[src/rtl/uart_pkg.sv]
// Shared constants for the UART transmitter: FSM state encoding, 8N1 frame levels
// and the default divisor width.
package uart_pkg;

  localparam int DIV_W_DEFAULT = 16;
  localparam int DATA_BITS     = 8;
  localparam logic START_LVL   = 1'b0;
  localparam logic STOP_LVL    = 1'b1;

  typedef logic [1:0] uart_state_t;
  localparam uart_state_t ST_IDLE  = 2'd0;
  localparam uart_state_t ST_START = 2'd1;
  localparam uart_state_t ST_DATA  = 2'd2;
  localparam uart_state_t ST_STOP  = 2'd3;

endpackage

[src/rtl/uart_tx_fifo.sv]
// Transmit byte queue. With UART_TX_FIFO_EN defined it is a DEPTH-entry circular
// buffer; otherwise it collapses to a single holding register.
module uart_tx_fifo
  import uart_pkg::*;
#(
  parameter int DEPTH = 4
) (
  input  logic                 clk,
  input  logic                 rst_n,
  input  logic                 push,
  input  logic [DATA_BITS-1:0] push_data,
  input  logic                 pop,
  output logic [DATA_BITS-1:0] pop_data,
  output logic                 full,
  output logic                 empty
);

`ifdef UART_TX_FIFO_EN
  localparam int PW = $clog2(DEPTH);

  logic [DATA_BITS-1:0] mem_q [DEPTH];
  logic [DATA_BITS-1:0] mem_d [DEPTH];
  logic [PW-1:0]        rd_q, rd_d, wr_q, wr_d;
  logic [PW:0]          cnt_q, cnt_d;
  logic                 push_ok, pop_ok;

  assign full     = (cnt_q == (PW+1)'(DEPTH));
  assign empty    = (cnt_q == (PW+1)'(0));
  assign pop_data = mem_q[rd_q];

  // Next-state for storage, pointers (wrap by power-of-two width) and occupancy.
  always_comb begin
    mem_d   = mem_q;
    rd_d    = rd_q;
    wr_d    = wr_q;
    cnt_d   = cnt_q;
    push_ok = push && !full;
    pop_ok  = pop && !empty;
    if (push_ok) begin
      mem_d[wr_q] = push_data;
      wr_d        = wr_q + PW'(1);
    end else begin
      wr_d = wr_q;
    end
    if (pop_ok) begin
      rd_d = rd_q + PW'(1);
    end else begin
      rd_d = rd_q;
    end
    case ({push_ok, pop_ok})
      2'b10:   cnt_d = cnt_q + (PW+1)'(1);
      2'b01:   cnt_d = cnt_q - (PW+1)'(1);
      default: cnt_d = cnt_q;
    endcase
  end

  // Queue registers with synchronous active-low reset.
  always_ff @(posedge clk) begin
    if (!rst_n) begin
      for (int i = 0; i < DEPTH; i++) mem_q[i] <= {DATA_BITS{1'b0}};
      rd_q  <= {PW{1'b0}};
      wr_q  <= {PW{1'b0}};
      cnt_q <= {(PW+1){1'b0}};
    end else begin
      mem_q <= mem_d;
      rd_q  <= rd_d;
      wr_q  <= wr_d;
      cnt_q <= cnt_d;
    end
  end
`else
  logic [DATA_BITS-1:0] hold_q, hold_d;
  logic                 vld_q, vld_d;
  logic                 unused_depth;

  assign unused_depth = (DEPTH > 0);
  assign full         = vld_q;
  assign empty        = !vld_q;
  assign pop_data     = hold_q;

  // A push is only possible while empty, a pop only while full, so they never collide.
  always_comb begin
    hold_d = hold_q;
    vld_d  = vld_q;
    if (push && !vld_q) begin
      hold_d = push_data;
      vld_d  = 1'b1;
    end else if (pop && vld_q) begin
      vld_d = 1'b0;
    end else begin
      vld_d = vld_q;
    end
  end

  // Holding register with synchronous active-low reset.
  always_ff @(posedge clk) begin
    if (!rst_n) begin
      hold_q <= {DATA_BITS{1'b0}};
      vld_q  <= 1'b0;
    end else begin
      hold_q <= hold_d;
      vld_q  <= vld_d;
    end
  end
`endif

endmodule

[src/rtl/uart_tx.sv]
// 8N1 UART transmitter with a programmable bit period and a transmit queue
// (multi-entry FIFO when UART_TX_FIFO_EN is defined, single holding register otherwise).
module uart_tx
  import uart_pkg::*;
#(
  parameter int DIV_W      = DIV_W_DEFAULT,
  parameter int FIFO_DEPTH = 4
) (
  input  logic             clk,
  input  logic             rst_n,
  input  logic             wr_valid,
  input  logic [7:0]       wr_data,
  output logic             wr_ready,
  input  logic [DIV_W-1:0] divisor,
  output logic             tx,
  output logic             busy
);

  uart_state_t    state_q, state_d;
  logic [DIV_W-1:0] cnt_q, cnt_d, div_q, div_d;
  logic [2:0]     idx_q, idx_d;
  logic [7:0]     sh_q, sh_d;
  logic           tx_q, tx_d;
  logic           q_push, q_pop, q_full, q_empty;
  logic [7:0]     q_head;

  assign wr_ready = !q_full && rst_n;
  assign q_push   = wr_valid && wr_ready;
  assign tx       = tx_q;
  assign busy     = rst_n && ((state_q != ST_IDLE) || !q_empty);

  uart_tx_fifo #(.DEPTH(FIFO_DEPTH)) u_fifo (
    .clk       (clk),
    .rst_n     (rst_n),
    .push      (q_push),
    .push_data (wr_data),
    .pop       (q_pop),
    .pop_data  (q_head),
    .full      (q_full),
    .empty     (q_empty)
  );

  // Frame sequencer; tx_d is the level the line takes after the edge, so tx stays a flop.
  always_comb begin
    state_d = state_q;
    cnt_d   = cnt_q;
    div_d   = div_q;
    idx_d   = idx_q;
    sh_d    = sh_q;
    tx_d    = tx_q;
    q_pop   = 1'b0;
    case (state_q)
      ST_IDLE: begin
        if (!q_empty) begin
          q_pop   = 1'b1;
          sh_d    = q_head;
          div_d   = divisor;
          cnt_d   = divisor;
          state_d = ST_START;
          tx_d    = START_LVL;
        end else begin
          tx_d = STOP_LVL;
        end
      end
      ST_START: begin
        if (cnt_q == DIV_W'(0)) begin
          cnt_d   = div_q;
          idx_d   = 3'd0;
          state_d = ST_DATA;
          tx_d    = sh_q[0];
        end else begin
          cnt_d = cnt_q - DIV_W'(1);
        end
      end
      ST_DATA: begin
        if (cnt_q == DIV_W'(0)) begin
          cnt_d = div_q;
          if (idx_q == 3'(DATA_BITS - 1)) begin
            state_d = ST_STOP;
            tx_d    = STOP_LVL;
          end else begin
            idx_d = idx_q + 3'd1;
            sh_d  = {1'b0, sh_q[7:1]};
            tx_d  = sh_q[1];
          end
        end else begin
          cnt_d = cnt_q - DIV_W'(1);
        end
      end
      ST_STOP: begin
        // Back-to-back frames: a waiting byte starts immediately with a freshly latched divisor.
        if (cnt_q == DIV_W'(0)) begin
          if (!q_empty) begin
            q_pop   = 1'b1;
            sh_d    = q_head;
            div_d   = divisor;
            cnt_d   = divisor;
            state_d = ST_START;
            tx_d    = START_LVL;
          end else begin
            state_d = ST_IDLE;
            tx_d    = STOP_LVL;
          end
        end else begin
          cnt_d = cnt_q - DIV_W'(1);
        end
      end
      default: begin
        state_d = ST_IDLE;
        tx_d    = STOP_LVL;
      end
    endcase
  end

  // Sequencer registers; reset abandons any frame and returns the line to idle.
  always_ff @(posedge clk) begin
    if (!rst_n) begin
      state_q <= ST_IDLE;
      cnt_q   <= {DIV_W{1'b0}};
      div_q   <= {DIV_W{1'b0}};
      idx_q   <= 3'd0;
      sh_q    <= 8'd0;
      tx_q    <= STOP_LVL;
    end else begin
      state_q <= state_d;
      cnt_q   <= cnt_d;
      div_q   <= div_d;
      idx_q   <= idx_d;
      sh_q    <= sh_d;
      tx_q    <= tx_d;
    end
  end

endmodule

[config.mk]
export PLATFORM = sky130hd
export DESIGN_NAME = uart_tx
export DESIGN_NICKNAME = d
export VERILOG_FILES = /design/src/rtl/uart_pkg.sv /design/src/rtl/uart_tx_fifo.sv /design/src/rtl/uart_tx.sv
export SDC_FILE = /design/constraint.sdc
export NUM_CORES = 1
export LEC_CHECK = 0
export ABC_AREA = 1
export CAP_MARGIN = 20
export CORE_MARGIN = 2
export CORE_UTILIZATION = 35
export DETAILED_ROUTE_END_ITERATION = 8
export MAX_ROUTING_LAYER = met4
export PLACE_DENSITY = 0.66
export SYNTH_ARGS = -nofsm -noshare
export SYNTH_HDL_FRONTEND = slang
export SYNTH_SLANG_ARGS = --single-unit
[constraint.sdc]
create_clock -name clk -period 1.8 [get_ports clk]
set_clock_uncertainty 0.15 [all_clocks]
set_input_delay 0.27 -clock clk [delete_from_list [all_inputs] [get_ports clk]]
set_output_delay 0.27 -clock clk [all_outputs]
set_load 0.01 [all_outputs]
After elaboration in Yosys (flattened, before gate mapping)
Index checks and enable logic that the tools add are counted.
- register bits after elaboration: 55
- input port bits: 27
- output and inout bits: 3
- logic and storage cells: 74
- add/subtract/negate cells: 2
- eq/ne operators: 10
- mux-type cells: 34
- reduce and logical (&&, ||, !) cells: 20
- operators with widths (cell ; number):
    2-to-1 mux 16 bit ; 5
    case mux 16 bit (3 select lines) ; 1
    2-to-1 mux 8 bit ; 4
    case mux 16 bit (2 select lines) ; 1
    case mux 8 bit (3 select lines) ; 1
    logical NOT 16 bit ; 1
    subtractor 16 x 1 -> 16 bit (second input constant) ; 1
    2-to-1 mux 1 bit ; 10
    2-to-1 mux 2 bit ; 5
    != test 2 bit (second input constant) ; 5
    2-to-1 mux 3 bit ; 3
    case mux 2 bit (4 select lines) ; 1
    AND reduction 4 bit ; 2
    nonzero test 2 bit ; 4
    case mux 3 bit (2 select lines) ; 1
    logical AND 1 bit ; 5
    AND reduction 5 bit ; 1
    == test 2 bit (second input constant) ; 2
    case mux 1 bit (4 select lines) ; 1
    adder 3 x 1 -> 3 bit (second input constant) ; 1
    == test 3 bit (second input constant) ; 1
    AND reduction 3 bit ; 1
    nonzero test 3 bit ; 1
    == test 2 x 1 -> 1 bit (second input constant) ; 1
    other kinds (7) ; 7

Logic depth before layout (Yosys ltp)
- depth in word-level cells: 6
- depth in mapped cells: 11
- mapped depth without buffers: 11

Cells and area by module
Synthesis repeated with hierarchy kept, for this count alone.
- cells, all modules: 540
- area, all modules: 3444.6 um^2
- by module, submodules not included (module ; times used ; cells an instance ; area each (um^2)):
    uart_tx ; 1 ; 482 ; 3047.9
    uart_tx_fifo ; 1 ; 58 ; 396.6

Least setup slack after synthesis
No wires, ideal clock.
- path kind: register -> register
- start: register state_q[0]
- end: register sh_q[5]
- data arrival time: 1589 ps
- data required time: 1535 ps
- setup slack: -54 ps
- cell stages (with the launch flop): 10
- path buffers: 1
- clock period less this slack: 1854 ps
- cells stage by stage: dfxtp_1 > inv_1 > ha_1 > nand2_1 > inv_1 > a211oi_2 > clkbuf_1 > nand3_1 > nand2_1 > nor2_1
- word-level cells in the longest chain between the ends: 3
- elaborated cells on any way between the ends: 9
- RTL lines (item ; line ; RTL):
    start, declared ; uart_tx.sv:19 ; uart_state_t state_q, state_d;
    start signal, assigned ; uart_tx.sv:125 ; state_q <= state_d;
    == test 2 bit or logical NOT 2 bit (tied branches) ; uart_tx.sv:52 ; case (state_q)
    != test 2 bit (no line) or nonzero test 3 bit (tied branches) ; n/a ;
    AND reduction 4 bit (no line) ; n/a ;
    end signal, assigned ; uart_tx.sv:122 ; sh_q <= 8'd0;
    end signal, assigned ; uart_tx.sv:129 ; sh_q <= sh_d;
    end, declared ; uart_tx.sv:22 ; logic [7:0] sh_q, sh_d;
Several ways; a longest one is shown, not always the timed one.
A chain may end at the register's enable or synchronous reset.

Worst setup path in the final report
- start: register cnt_q[12]
- end: register div_q[2]
- word-level cells in the longest chain between the ends: 3
- RTL lines (item ; line ; RTL):
    start, declared ; uart_tx.sv:20 ; logic [DIV_W-1:0] cnt_q, cnt_d, div_q, div_d;
    start signal, assigned ; uart_tx.sv:119 ; cnt_q <= {DIV_W{1'b0}};
    start signal, assigned ; uart_tx.sv:126 ; cnt_q <= cnt_d;
    logical NOT 16 bit ; uart_tx.sv:92 ; if (cnt_q == DIV_W'(0)) begin
    != test 2 bit (no line) ; n/a ;
    AND reduction 2 bit (no line) ; n/a ;
    end signal, assigned ; uart_tx.sv:120 ; div_q <= {DIV_W{1'b0}};
    end signal, assigned ; uart_tx.sv:127 ; div_q <= div_d;
    end, declared ; uart_tx.sv:20 ;
Every way passes these cells.

==> impl_metrics.json <==
{
  "status": "finished, final reports clean",
  "grt_pass1_wl_mm": 14.7,
  "cts-root-buf": "clkbuf_8",
  "synthCells": 523,
  "instances_no_fill": 697,
  "drt-vias-per-instance": 4.85,
  "globalRouteOverflowTotal": 0,
  "start_kind": "register",
  "vdd_drop_max_mv": 0.509,
  "track_usage_pct": 16.6,
  "synth.avg_cell_area_sq_um": 6.74,
  "setup_viol": 0,
  "ys_seq_area_share_pct": 31.2,
  "row_count": 36,
  "die_area_sq_um": 10900,
  "cts_tree": "yes",
  "hold_path_class": "in2reg",
  "critPathBufInv": 1,
  "fmax_mhz": 586,
  "power.total_mw": 6.62,
  "io-pin-count": 30,
  "area_delta_synth_final_pct": 20.0,
  "end_kind": "register",
  "p_per_area_nw_per_um2": 1570,
  "dieHeight_um": 104,
  "cp_slowest_cell": "dfxtp_1",
  "portBuffers": 29,
  "cts_htree_levels": 2,
  "clk_pin_slew_ps": 100,
  "hold_buffers": 0,
  "worstPathArrival_ps": 1780,
  "post-dp-hpwl_mm": 6.13,
  "drc": 0,
  "insertion_delay_ps": 320,
  "min_period_ps": 1710,
  "final_area_sq_um": 4230,
  "core_area_sq_um": 9770,
  "dpl.cell_count": 689,
  "ant_nets": 0,
  "worst_pin_slew_ps": 562,
  "critPathRequiredTime_ps": 1870,
  "fin_crit_sh_pct": 94.9,
  "cts_buffers": 5,
  "slew_violations": 0,
  "initialDrtViolationCount": 145,
  "yosys_warnings": 0,
  "die_width_um": 104,
  "slew_headroom_pct": 62.6,
  "place_congestion": 0.910,
  "synth_cell_type_count": 36,
  "reg2reg_slack_ps": 90,
  "cap_violations": 0,
  "max_stage_delay_ps": 340,
  "cp_cell_sequence": "nor2_1, nand2_1, nor2_4, nand2_4, nand2_4, nand2_4, buf_12, o21ai_1, a21oi_2",
  "fin_setup_tns_ps": 0,
  "syn_area_sq_um": 3520,
  "wl_per_cell_um": 12.1,
  "drive_above_1_share_pct": 17.6,
  "nNetsFinal": 598,
  "path_max_fanout": 16,
  "clockBufferDepth": 2,
  "clock_sinks": 55,
  "rsz0062_at_grt": "true",
  "hold_viol": 0,
  "drtPass1Iterations": 4,
  "drt_wl_total_mm": 8.42,
  "grt_pass1_vias": 3236,
  "post_cts_buffers": 0,
  "grt_max_degree": 50,
  "crit_top_cell": "nand2_4",
  "antennaDiodeCount": 0,
  "critPathKind": "reg2reg",
  "ys_seq_elements": 55,
  "holdWs_ps": 268,
  "dpl-instance-area_sq_um": 4080,
  "p_leak_nw": 1.93,
  "vias": 3379,
  "synth_nets": 558,
  "antenna_found_initial": 0,
  "critPathTopFamily": "simple AND/OR/NAND/NOR gates",
  "initial_core_util_pct": 36.1
}
where the power goes:
part	total (mW)	internal, mW	leakage [nW]	switching [mW]
combinational	3.98	1.54	1.41	2.43
clock	0.841	0.415	0.0581	0.426
sequential	1.81	1.57	0.453	0.233
total	6.62	3.53	1.93	3.09
flip-flops by register name, summed over array words and instances, names as in the netlist:
register / cells
div_q: 16
u_fifo.pop_data: 8
sh_q: 8
state_q: 2
tx: 1
u_fifo.full: 1
cnt_q: 16
idx_q: 3
metal layers:
| metal | track usage, % | share of wire [%] | wire length (um) | up-vias |
|---|---|---|---|---|
| li1 | - | - | - | 1774 |
| met1 | 19.6 | 45 | 3750 | 1517 |
| met2 | 28.2 | 49 | 4110 | 76 |
| met3 | 2.94 | 5.1 | 427 | 12 |
| met4 | 5.89 | 1.6 | 134 | 0 |
| met5 | - | 0 | 0 | - |
logic make-up after synthesis:
group / synth area share [%]
buf+inv: 9.66
simple gates: 37.8
xor+xnor: 1.49
fa+ha+maj: 2.84
compound gates: 14.7
flops: 31.2
mux: 2.27
area by class of cell:
class                           instances  area, sq um
Sequential cell                        55         1100
Fill cell                            1020         5550
Tap cell                              133          166
Multi-Input combinational cell        387         2120
Clock buffer                            5         68.8
Timing Repair Buffer                   56          510
Clock inverter                          3         43.8
Inverter                               58          220
stage by stage:
stage,setup slack [ps],utilization (%)
2_1_floorplan,15.9,-
3_3_place_gp,20.3,41.8
3_5_place_dp,5.81,41.8
4_1_cts,23.1,42.9
5_1_grt,-15.5,43.3
6_report,92.6,43.3
worst paths after layout:
| kind | startpoint | end | cells past startpoint |
|---|---|---|---|
| worst min register to register | div_q[5] | div_q[5] | 2 |
| worst max-delay path | cnt_q[12] | div_q[2] | 9 |
| worst max register to register | cnt_q[12] | div_q[2] | 9 |
| worst min-delay path | rst_n | idx_q[0] | 4 |
cell usage after synthesis:
master,n,share of area [%]
nand2_1,151,16
nand3_1,81,12
dfxtp_1,55,31
inv_1,53,5.6
a21oi_1,24,3.4
nor2_1,24,2.6
o21ai_0,16,2.3
a21oi_2,15,3.7
clkbuf_1,13,1.4
o21ai_1,9,1.3
o21ai_2,9,2.2
ha_1,8,2.8
mux2i_1,8,2.3
or2_2,7,1.2
buf_2,5,0.71
nand2_4,5,1.6
nand4_1,5,0.89
buf_6,4,1.3
inv_2,4,0.43
nor2_4,4,1.3
xor2_1,4,0.99
nor2_2,3,0.53
nor2_8,2,1.1
xnor2_1,2,0.50
a211oi_2,1,0.35
a21boi_0,1,0.21
a31oi_1,1,0.18
buf_1,1,0.11
clkinv_1,1,0.11
nand2_2,1,0.18
nand3_2,1,0.28
nand3_4,1,0.50
o211ai_1,1,0.21
o21ai_4,1,0.46
o21bai_1,1,0.21
o22ai_1,1,0.18
worst min-delay path, cell delays in order:
cell	delay, ps
buf_2	110
inv_1	130
buf_4	160
a21oi_1	40
timing repair:
action                                  in CTS  in global routing
endpoints found under the setup margin       3                 35
gates resized for setup                      7                 10
cloned                                       0                  0
cells in the final DEF, fill, tap and decap left out, drive strengths merged:
| master | Yosys | layout |
|---|---|---|
| xor2 | 4 | 4 |
| a31oi | 1 | 1 |
| buf | 10 | 29 |
| a21boi | 1 | 1 |
| nand3 | 83 | 83 |
| o22ai | 1 | 1 |
| nor2 | 33 | 33 |
| a211oi | 1 | 1 |
| clkbuf | 13 | 5 |
| o21bai | 1 | 1 |
| nand2 | 157 | 157 |
| or2 | 7 | 7 |
| a21oi | 39 | 39 |
| o21ai | 35 | 35 |
| nand4 | 5 | 5 |
| mux2i | 8 | 8 |
| bufinv | 0 | 1 |
| o211ai | 1 | 1 |
| clkdlybuf4s50 | 0 | 26 |
| dfxtp | 55 | 55 |
| inv | 57 | 57 |
| xnor2 | 2 | 2 |
| dlygate4sd2 | 0 | 1 |
| clkinv | 1 | 3 |
| ha | 8 | 8 |
Note: power is estimated with default switching activity, not from simulation.
